<file path="src/rtl/sram_like_responder_pkg.sv">
// Shared encodings for the SRAM-like responder.
// Request bundle, FSM states and delay counter width.
package sram_like_responder_pkg;

  localparam int CNT_W = 4;

  typedef enum logic [1:0] {
    SZ_BYTE = 2'd0,
    SZ_HALF = 2'd1,
    SZ_WORD = 2'd2
  } size_e;

  localparam logic [1:0] ST_IDLE   = 2'd0;
  localparam logic [1:0] ST_WAIT   = 2'd1;
  localparam logic [1:0] ST_ACCESS = 2'd2;
  localparam logic [1:0] ST_RESP   = 2'd3;

  typedef struct packed {
    logic        wr;
    size_e       size;
    logic [3:0]  wstrb;
    logic [31:0] addr;
    logic [31:0] wdata;
  } req_t;

  localparam int REQ_W = $bits(req_t);

  function automatic logic [3:0] eff_we(input req_t r);
    return r.wr ? r.wstrb : 4'b0000;
  endfunction

endpackage

</file>
<file path="src/rtl/sram_like_responder_fifo.sv">
// Request FIFO: power-of-two ring buffer with occupancy count.
// Push is refused when full, pop when empty.
module sram_req_fifo #(
  parameter int DEPTH = 4,
  parameter int WIDTH = 8
) (
  input  logic             clk,
  input  logic             reset,
  input  logic             push,
  input  logic             pop,
  input  logic [WIDTH-1:0] din,
  output logic             full,
  output logic             empty,
  output logic [WIDTH-1:0] head
);

  localparam int PW = $clog2(DEPTH);
  localparam int CW = $clog2(DEPTH + 1);

  logic [WIDTH-1:0] mem [DEPTH];
  logic [PW-1:0]    wr_ptr;
  logic [PW-1:0]    rd_ptr;
  logic [CW-1:0]    count;
  logic             do_push;
  logic             do_pop;

  assign full    = (count == CW'(DEPTH));
  assign empty   = (count == '0);
  assign do_push = push && !full;
  assign do_pop  = pop && !empty;
  assign head    = mem[rd_ptr];

  always_ff @(posedge clk) begin
    if (reset) begin
      wr_ptr <= '0;
      rd_ptr <= '0;
      count  <= '0;
    end else begin
      if (do_push) wr_ptr <= wr_ptr + 1'b1;
      if (do_pop)  rd_ptr <= rd_ptr + 1'b1;
      unique case ({do_push, do_pop})
        2'b10:   count <= count + 1'b1;
        2'b01:   count <= count - 1'b1;
        default: count <= count;
      endcase
    end
  end

  // Storage needs no reset; only pointer/count state is meaningful.
  always_ff @(posedge clk) begin
    if (do_push) mem[wr_ptr] <= din;
  end

endmodule

</file>
<file path="src/rtl/sram_like_responder.sv">
// SRAM-like request/response front end over a one-cycle backing RAM.
// Requests queue in a FIFO and are serviced in order, one at a time.
module sram_like_responder
  import sram_like_responder_pkg::*;
#(
  parameter int DEPTH      = 4,
  parameter int ADDR_W     = 16,
  parameter int RESP_DELAY = 0
) (
  input  logic              clk,
  input  logic              reset,
  input  logic              req,
  input  logic              wr,
  input  logic [1:0]        size,
  input  logic [3:0]        wstrb,
  input  logic [31:0]       addr,
  input  logic [31:0]       wdata,
  output logic              addr_ok,
  output logic              data_ok,
  output logic [31:0]       rdata,
  output logic              ram_en,
  output logic [3:0]        ram_we,
  output logic [ADDR_W-1:0] ram_addr,
  output logic [31:0]       ram_wdata,
  input  logic [31:0]       ram_rdata
);

  localparam logic [CNT_W-1:0] DLY_M1 =
    CNT_W'((RESP_DELAY > 0) ? RESP_DELAY - 1 : 0);

  req_t             entry;
  req_t             head;
  logic             full;
  logic             empty;
  logic             push;
  logic             pop;
  logic [1:0]       state;
  logic [1:0]       state_nxt;
  logic [CNT_W-1:0] cnt;
  logic [CNT_W-1:0] cnt_nxt;
  logic             st_idle;
  logic             st_wait;
  logic             st_access;
  logic             st_resp;
  logic             unused_head;

  assign entry = '{
    wr:    wr,
    size:  size_e'(size),
    wstrb: wstrb,
    addr:  addr,
    wdata: wdata
  };

  // addr_ok comes from registered occupancy only, so a same-cycle
  // pop never opens a slot for a push.
  assign addr_ok = !full;
  assign push    = req && addr_ok;
  assign pop     = st_resp;

  sram_req_fifo #(
    .DEPTH (DEPTH),
    .WIDTH (REQ_W)
  ) u_fifo (
    .clk   (clk),
    .reset (reset),
    .push  (push),
    .pop   (pop),
    .din   (entry),
    .full  (full),
    .empty (empty),
    .head  (head)
  );

  assign st_idle   = (state == ST_IDLE);
  assign st_wait   = (state == ST_WAIT);
  assign st_access = (state == ST_ACCESS);
  assign st_resp   = (state == ST_RESP);

  always_comb begin
    state_nxt = state;
    cnt_nxt   = cnt;
    unique case (1'b1)
      st_idle: begin
        if (!empty) begin
          if (RESP_DELAY > 0) begin
            state_nxt = ST_WAIT;
            cnt_nxt   = DLY_M1;
          end else begin
            state_nxt = ST_ACCESS;
          end
        end
      end
      st_wait: begin
        if (cnt == '0) state_nxt = ST_ACCESS;
        else           cnt_nxt   = cnt - 1'b1;
      end
      st_access: state_nxt = ST_RESP;
      st_resp:   state_nxt = ST_IDLE;
      default:   state_nxt = ST_IDLE;
    endcase
  end

  always_ff @(posedge clk) begin
    if (reset) begin
      state <= ST_IDLE;
      cnt   <= '0;
    end else begin
      state <= state_nxt;
      cnt   <= cnt_nxt;
    end
  end

  assign ram_en    = st_access;
  assign ram_we    = st_access ? eff_we(head) : 4'b0000;
  assign ram_addr  = head.addr[ADDR_W+1:2];
  assign ram_wdata = head.wdata;

  assign data_ok = st_resp;
  assign rdata   = (st_resp && !head.wr) ? ram_rdata : 32'h0;

  // Size and the byte-offset/upper address bits ride along unused.
  assign unused_head = ^{head.size, head.addr};

endmodule

</file>
<file path="config.mk">
export PLATFORM = sky130hd
export DESIGN_NAME = sram_like_responder
export DESIGN_NICKNAME = d
export VERILOG_FILES = /design/src/rtl/sram_like_responder_pkg.sv /design/src/rtl/sram_like_responder_fifo.sv /design/src/rtl/sram_like_responder.sv
export SDC_FILE = /design/constraint.sdc
export NUM_CORES = 1
export LEC_CHECK = 0
export CAP_MARGIN = 20
export CORE_MARGIN = 4
export CORE_UTILIZATION = 50
export DETAILED_ROUTE_END_ITERATION = 10
export GPL_ROUTABILITY_DRIVEN = 0
export HOLD_SLACK_MARGIN = 0.15
export PLACE_DENSITY = 0.79
export SETUP_SLACK_MARGIN = 0.3
export SLEW_MARGIN = 10
export SYNTH_ARGS = -nofsm -noshare
export SYNTH_HDL_FRONTEND = slang
export SYNTH_SLANG_ARGS = --single-unit
</file>
<file path="constraint.sdc">
create_clock -name clk -period 3.47 [get_ports clk]
set_clock_uncertainty 0.15 [all_clocks]
set_input_delay 0.8675 -clock clk [delete_from_list [all_inputs] [get_ports clk]]
set_output_delay 0.8675 -clock clk [all_outputs]
set_load 0.01 [all_outputs]
</file>
==> impl_metrics.json, run 1 <==
{
  "clock_latency_ps": 490,
  "drt_pass1_iterations": 4,
  "detailed_place_hpwl_um": 11300,
  "finalSetupViolCount": 0,
  "wirelength_um": 18900,
  "grt_usage": 0.190,
  "p_int_w": 0.00478,
  "r2r_cells": 8,
  "grt_max_degree": 34,
  "powerDensity_nw_per_um2": 504,
  "h-tree-depth": 1,
  "first_global_vias": 5063,
  "peakVddDrop_mv": 0.497,
  "port_buffers": 174,
  "critical_path_class": "reg2out",
  "status": "complete, no violations",
  "clock_path_buffers": 3,
  "numCtsBuffers": 23,
  "end_kind": "primary output",
  "final_common_cell": "edfxtp_1",
  "cts_num_sinks": 227,
  "max_clock_freq_mhz": 307,
  "grt_first_pass_wirelength_um": 28900,
  "worstPathArrival_ps": 2240,
  "avgSynthCellArea_um2": 21.4,
  "worstPathRequired_ps": 2450,
  "via_per_inst": 5.44,
  "critPathMaxStageDelay_ps": 570,
  "power.total_w": 0.00601,
  "worstMarginPinSlew_ps": 678,
  "path_cells": "mux4_2 -> buf_6 -> nor2b_4 -> buf_6 -> buf_4 -> and2_1 -> buf_2",
  "drive_gt1_frac": 0.312,
  "coreArea_um2": 16800,
  "std_cell_rows": 47,
  "hold_depth": 2,
  "ys_warn_count": 0,
  "die_h_um": 140,
  "syn_nets": 518,
  "wl_per_cell_um": 21.8,
  "die-area_um2": 19500,
  "drcViolationCount": 0,
  "io_pins": 193,
  "drt_iter0_drc": 255,
  "maxSlewHeadroom": 0.546,
  "antenna_found_initial": 0,
  "grt_overflow_total": 0,
  "final_util": 0.709,
  "synth_area_um2": 8670,
  "rsz0062_at_grt": "yes",
  "clk_pin_slew_worst_paths_ps": 60,
  "die_w_um": 140,
  "hold_viol": 0,
  "slew_viol_final": 0,
  "vias": 4730,
  "postSynthCellCount": 405,
  "clockPowerShare": 0.381,
  "antenna_left": 0,
  "seq_power_share": 0.527,
  "ctsHoldBuffers": 0,
  "synth_cell_type_count": 34,
  "yosysSeqAreaShare": 0.769,
  "num_antenna_cells": 0,
  "period_share": 0.940,
  "slowest_stage": "mux4_2",
  "p_leak_nw": 4.22,
  "period_minus_slack_ps": 3260,
  "drv_cap": 0,
  "sw_frac_of_total": 0.205,
  "power.switching_w": 0.00123,
  "initial_core_util": 0.516,
  "p_comb_frac": 0.092,
  "worstPathMaxFanout": 5,
  "synth-seq-cells": 227,
  "tns_ps": 0,
  "cp_common_cell": "buf_6",
  "nets": 746,
  "final_cell_mix": "edfxtp_1 (212), clkdlybuf4s50_1 (90), mux4_2 (53)",
  "cts_tree": "built",
  "syn_to_final_growth_pct": 37.6,
  "cp-start-kind": "flop",
  "cts-root-buf": "clkbuf_16",
  "hp-class": "reg2reg"
}
[final timing paths]
check,slack (ps),startpoint,to
worst max-delay path,210,flop,rdata[0]
worst min-delay path,380,u_fifo.count[2],u_fifo.count[2]
worst max register to register,1000,state[0],u_fifo.count[2]
worst min register to register,380,u_fifo.count[2],u_fifo.count[2]
[registers in the layout (all words and copies together) (netlist names), named ones only]
name	cells
u_fifo.rd_ptr	2
u_fifo.wr_ptr	2
cnt	4
state	2
u_fifo.mem	212
u_fifo.count	3
[stage by stage]
step	setup slack [ps]	hold slack [ps]	area [µm²]	cells
floorplan	363	330	8670	405
CTS	180	368	11700	862
global route	133	404	11900	870
detailed placement	230	362	10700	793
global placement	299	344	10700	793
finish	208	384	11900	870
[per-layer routing]
metal  global-route usage  vias to the layer above  wire length [µm]
met2                0.349                      201             10000
met1                0.230                     2414              7320
met5                    0                        -                 0
met3               0.0377                       23              1240
li1                     -                     2092                 -
met4               0.0464                        0               350
[worst max-delay path, delay by kind of cell (launching register included)]
family / cells / cell delay [ps]
buf+inv: 4 / 530
flops: 1 / 370
simple gates: 2 / 280
mux: 1 / 570
[synthesized netlist by cell type]
library cell | number | share of area
a21bo_2 | 1 | 0.0012
buf_1 | 3 | 0.0013
nor2b_4 | 1 | 0.0016
nand2b_1 | 4 | 0.0029
a311oi_1 | 1 | 0.0010
a21oi_1 | 4 | 0.0023
mux4_2 | 53 | 0.14
o21ai_0 | 3 | 0.0017
buf_4 | 2 | 0.0017
nor2_1 | 12 | 0.0052
ha_1 | 6 | 0.0087
clkbuf_1 | 4 | 0.0017
o31a_1 | 1 | 0.0010
mux2i_1 | 1 | 0.0012
dfxtp_1 | 15 | 0.035
nand2_1 | 1 | 0.00043
a21boi_1 | 1 | 0.00087
and3_1 | 4 | 0.0029
xor2_1 | 2 | 0.0020
a31o_2 | 2 | 0.0020
fa_1 | 1 | 0.0023
edfxtp_1 | 212 | 0.73
inv_1 | 10 | 0.0043
nor2b_1 | 2 | 0.0014
o21ba_2 | 1 | 0.0012
and2_1 | 38 | 0.027
nor4_1 | 1 | 0.00072
buf_2 | 5 | 0.0029
nand3_1 | 1 | 0.00058
nor3_1 | 3 | 0.0017
mux2_2 | 3 | 0.0039
buf_6 | 4 | 0.0052
or3_1 | 2 | 0.0014
nand4b_1 | 1 | 0.0010
[area by class of cell]
class / instances / area [µm²]
clock buffers: 31 / 627
multi-input cells: 151 / 1930
well taps: 220 / 275
fillers: 1039 / 4890
flip-flops and latches: 227 / 6670
repair buffers: 220 / 2310
clock inverters: 11 / 81.3
inverters: 10 / 37.5
[cells by family after synthesis]
logic type,count (synthesis),synth area share
flops,227,0.769
simple gates,70,0.0473
mux,57,0.143
buf+inv,28,0.0172
compound gates,14,0.0113
fa+ha+maj,7,0.0110
xor+xnor,2,0.00202
[power groups by stage]
stage | combinational (W) | clock [W] | sequential, W
after global placement | 0.000533 | 0 | 0.00321
after floorplan | 0.000220 | 0 | 0.00322
after global routing | 0.000595 | 0.00247 | 0.00317
after CTS | 0.000549 | 0.00235 | 0.00317
after detailed placement | 0.000549 | 0 | 0.00322
final | 0.000556 | 0.00229 | 0.00317
[what timing repair did]
action                                  4_1_cts  5_1_grt
endpoints found under the hold margin         0        0
resized for setup                           207       58
endpoints found under the setup margin       84       52
pin swaps                                    14        6
cloned                                        5        1
setup buffers                                22        7
No activity file was read; power rests on OpenSTA's default activity.
==> inputs of run 2 (changes only) <==
TNS_END_PERCENT = 20   (was unset)
==> run 2 against run 1 <==
Against the previous run: global-route usage decreased by 0.42 points; clock power about the same; first-iteration DRC count decreased by 5.1%; flip-flop and latch count unchanged; sequential share of layout area increased by 0.87 points; critical path type unchanged; count of clock-buffer cells in the layout unchanged; setup slack got worse by 88 ps; die area unchanged; non-clock buffer count decreased by 14; combinational power increased by 1%.
==> impl_metrics.json, run 2 (synthesized netlist as in run 1, its figures left out) <==
{
  "final_cell_mix": "edfxtp_1 (212), clkdlybuf4s50_1 (127), mux4_2 (53)",
  "reg_top3": "u_fifo.mem: 212 flops, cnt: 4 flops, u_fifo.count: 3 flops",
  "std_cell_rows": 47,
  "tns_ps": 0,
  "h-tree-depth": 1,
  "period_share": 0.965,
  "worstMarginPinSlew_ps": 675,
  "grt_max_degree": 34,
  "worstPathArrival_ps": 2330,
  "worstPathRequired_ps": 2450,
  "status": "complete, no violations",
  "p_leak_nw": 4.13,
  "cts_num_sinks": 227,
  "drt_pass1_iterations": 4,
  "hold_slack_ps": 384,
  "via_per_inst": 5.42,
  "vias": 4640,
  "finalSetupViolCount": 0,
  "cts_tree": "built",
  "drive_gt1_frac": 0.250,
  "numCtsBuffers": 23,
  "final_common_cell": "edfxtp_1",
  "drcViolationCount": 0,
  "instances_no_fill": 856,
  "port_buffers": 174,
  "cts-root-buf": "clkbuf_16",
  "drv_cap": 0,
  "nFillCells": 1064,
  "io_pins": 193,
  "worstPathMaxFanout": 4,
  "period_minus_slack_ps": 3350,
  "antenna_left": 0,
  "num_antenna_cells": 0,
  "grt_overflow_total": 0,
  "clock_path_buffers": 3,
  "wirelength_um": 18600,
  "power.total_w": 0.00601,
  "detailed_place_hpwl_um": 11300,
  "clk_pin_slew_worst_paths_ps": 60,
  "slew_viol_final": 0,
  "largest_reg_flops": 212,
  "nets": 732,
  "clock_latency_ps": 490,
  "die_w_um": 140,
  "die-area_um2": 19500,
  "peakVddDrop_mv": 0.497,
  "end_kind": "primary output",
  "grt_first_pass_wirelength_um": 28400,
  "maxSlewHeadroom": 0.548,
  "drt_iter0_drc": 242,
  "grt_usage": 0.185,
  "hp-class": "reg2reg",
  "max_clock_freq_mhz": 299,
  "first_global_vias": 5036,
  "syn_to_final_growth_pct": 35.5,
  "placedCellCount": 793,
  "hold_viol": 0,
  "critical_path_class": "reg2out",
  "coreArea_um2": 16800,
  "cp-start-kind": "flop",
  "powerDensity_nw_per_um2": 512,
  "die_h_um": 140,
  "antenna_found_initial": 0,
  "ctsHoldBuffers": 0,
  "wl_per_cell_um": 21.8,
  "rsz0062_at_grt": "yes",
  "regMostFlops": "u_fifo.mem",
  "initial_core_util": 0.516
}
[run 2: layer usage]
layer	vias to the layer above	wire length [µm]	global-route usage
li1	2062	-	-
met1	2372	7100	0.223
met2	177	9790	0.335
met3	29	1270	0.0405
met4	0	460	0.0566
met5	-	0	0
[run 2: repair_timing]
action / 4_1_cts / 5_1_grt
endpoints found under the setup margin: 84 / 84
endpoints found under the hold margin: 0 / 0
resized for setup: 99 / 29
pin swaps: 4 / 0
buffers inserted: 14 / 3
gates cloned: 3 / 1
[run 2: final timing paths]
| path | start | to | slack [ps] | cells after the start |
|---|---|---|---|---|
| setup / recovery | flop | ram_we[3] | 120 | 4 |
| hold / removal | u_fifo.count[2] | u_fifo.count[2] | 380 | 2 |
| setup reg to reg | state[0] | u_fifo.count[2] | 990 | 8 |
| hold reg to reg | u_fifo.count[2] | u_fifo.count[2] | 380 | 2 |
[run 2: worst max-delay path, stage by stage, from the launching register on]
cell,delay [ps]
dfxtp_4,420
mux4_2,590
buf_4,170
and3_1,170
clkdlybuf4s50_1,490
[run 2: layout make-up]
type | instances | area (µm²) | area share
sequential | 227 | 6670 | 0.568
timing repair buffer | 206 | 2160 | 0.184
multi-input combinational | 151 | 1900 | 0.162
clock buffer | 31 | 627 | 0.0533
tap | 220 | 275 | 0.0234
clock inverter | 11 | 81.3 | 0.00692
inverter | 10 | 37.5 | 0.00319
[run 2: power by group]
| group | switching (W) | internal, W |
|---|---|---|
| Sequential | 0.0000355 | 0.00313 |
| Clock | 0.000940 | 0.00134 |
| Combinational | 0.000249 | 0.000315 |
| Total | 0.00122 | 0.00479 |
[run 2: per-stage QoR]
step / area [µm²] / utilization / setup WS (ps)
floorplan: 8670 / - / 363
CTS: 11600 / 0.692 / 51.4
finish: 11800 / 0.699 / 121
global route: 11800 / 0.699 / 46.2
global placement: 10700 / 0.639 / 299
detailed placement: 10700 / 0.639 / 230
==> inputs of run 3 (changes only) <==
CORE_MARGIN = 2   (was 4)
HOLD_SLACK_MARGIN = unset   (was 0.15)
==> run 3 against run 2 <==
Against the previous run: sequential share of layout area increased by 0.81 points; register-to-register slack about the same; die area is 5.6% lower; critical path depth stayed put; non-clock buffer count down 8; design area is 1.4% lower; hold slack worse by 2.6 ps.
==> impl_metrics.json, run 3 (synthesized netlist as in run 1, its figures left out) <==
{
  "status": "complete, no violations",
  "worstPathMaxFanout": 5,
  "regMostFlops": "u_fifo.mem",
  "critPathMaxStageDelay_ps": 610,
  "coreArea_um2": 17100,
  "nFillCells": 1084,
  "worst-r2r-setup-slack_ps": 980,
  "clock_path_buffers": 3,
  "die_h_um": 136,
  "numCtsBuffers": 22,
  "hold_viol": 0,
  "worstPathRequired_ps": 2450,
  "slew_viol_final": 0,
  "period_share": 0.973,
  "clk_pin_slew_worst_paths_ps": 60,
  "reg_top3": "u_fifo.mem: 212 flops, cnt: 4 flops, u_fifo.count: 3 flops",
  "antenna_left": 0,
  "syn_to_final_growth_pct": 33.6,
  "cts_tree": "built",
  "largest_reg_flops": 212,
  "final_util": 0.677,
  "grt_usage": 0.197,
  "path_cells": "mux4_2 -> nor2b_4 -> and2_1 -> clkdlybuf4s50_1",
  "drt_pass1_iterations": 4,
  "grt_overflow_total": 0,
  "final_cell_mix": "edfxtp_1 (212), clkdlybuf4s50_1 (132), mux4_2 (53)",
  "nets": 724,
  "worstMarginPinSlew_ps": 661,
  "grt_max_degree": 54,
  "end_kind": "primary output",
  "first_global_vias": 4874,
  "drcViolationCount": 0,
  "grt_first_pass_wirelength_um": 27100,
  "worst_slack_ps": 94.2,
  "num_antenna_cells": 0,
  "peakVddDrop_mv": 0.465,
  "port_buffers": 174,
  "die_w_um": 136,
  "detailed_place_hpwl_um": 10500,
  "critical_path_class": "reg2out",
  "power.total_w": 0.00597,
  "cp-start-kind": "flop",
  "cts-root-buf": "clkbuf_16",
  "period_minus_slack_ps": 3380,
  "slowest_stage": "mux4_2",
  "worstPathArrival_ps": 2360,
  "max_clock_freq_mhz": 296,
  "antenna_found_initial": 0,
  "io_pins": 193,
  "initial_core_util": 0.507,
  "maxSlewHeadroom": 0.558,
  "ctsHoldBuffers": 0,
  "rsz0062_at_grt": "yes",
  "hp-class": "reg2reg",
  "finalSetupViolCount": 0,
  "h-tree-depth": 1,
  "place_ws_ps": 253,
  "wirelength_um": 18100,
  "clock_latency_ps": 500,
  "wl_per_cell_um": 21.2,
  "final_common_cell": "edfxtp_1",
  "vias": 4582,
  "p_leak_nw": 4.12,
  "placedCellCount": 795,
  "via_per_inst": 5.38,
  "instances_no_fill": 851,
  "drt_iter0_drc": 249,
  "std_cell_rows": 48,
  "drv_cap": 0,
  "powerDensity_nw_per_um2": 515,
  "cts_num_sinks": 227,
  "die-area_um2": 18400,
  "tns_ps": 0,
  "drive_gt1_frac": 0.224
}
-- run 3: cell type report --
| type | count | area, µm² | area share |
|---|---|---|---|
| Sequential cell | 227 | 6670 | 0.576 |
| Clock inverter | 14 | 125 | 0.0108 |
| Timing Repair Buffer | 198 | 2010 | 0.174 |
| Inverter | 10 | 37.5 | 0.00324 |
| Multi-Input combinational cell | 152 | 1890 | 0.163 |
| Tap cell | 225 | 282 | 0.0243 |
| Clock buffer | 25 | 562 | 0.0485 |
-- run 3: timing repair --
action | CTS | global route
buffers inserted | 11 | 2
cloned | 4 | 0
setup endpoints to repair | 84 | 82
pin swaps | 0 | 1
resized for setup | 76 | 20
-- run 3: metrics by stage --
step	instance area (µm²)	hold slack, ps
CTS	11500	380
finish	11600	381
floorplan	8670	330
detailed placement	10700	369
global route	11600	410
global placement	10700	342
-- run 3: critical path, delay by kind of cell (launching register included) --
kind	cells	cell delay, ps
muxes	1	610
and+or+nand+nor	2	350
DFF	1	360
buffers and inverters	1	550
-- run 3: path summary, 6_finish.rpt --
kind | startpoint | to | cells after the start
setup reg to reg | state[0] | u_fifo.count[2] | 8
hold reg to reg | u_fifo.rd_ptr[0] | flop | 2
hold / removal | u_fifo.rd_ptr[0] | flop | 2
setup / recovery | flop | rdata[16] | 4
-- run 3: layer usage --
| layer | global-route usage | vias to the layer above | part of all wire |
|---|---|---|---|
| met5 | 0 | - | 0 |
| met4 | 0.0619 | 0 | 0.022 |
| met3 | 0.0419 | 22 | 0.072 |
| met2 | 0.364 | 177 | 0.54 |
| met1 | 0.231 | 2328 | 0.37 |
| li1 | - | 2055 | - |
-- run 3: where the power goes --
| part | switching [W] | internal (W) | total (W) |
|---|---|---|---|
| clock network | 0.000942 | 0.00131 | 0.00225 |
| registers | 0.0000334 | 0.00313 | 0.00317 |
| logic | 0.000247 | 0.000305 | 0.000552 |
| total | 0.00122 | 0.00475 | 0.00597 |
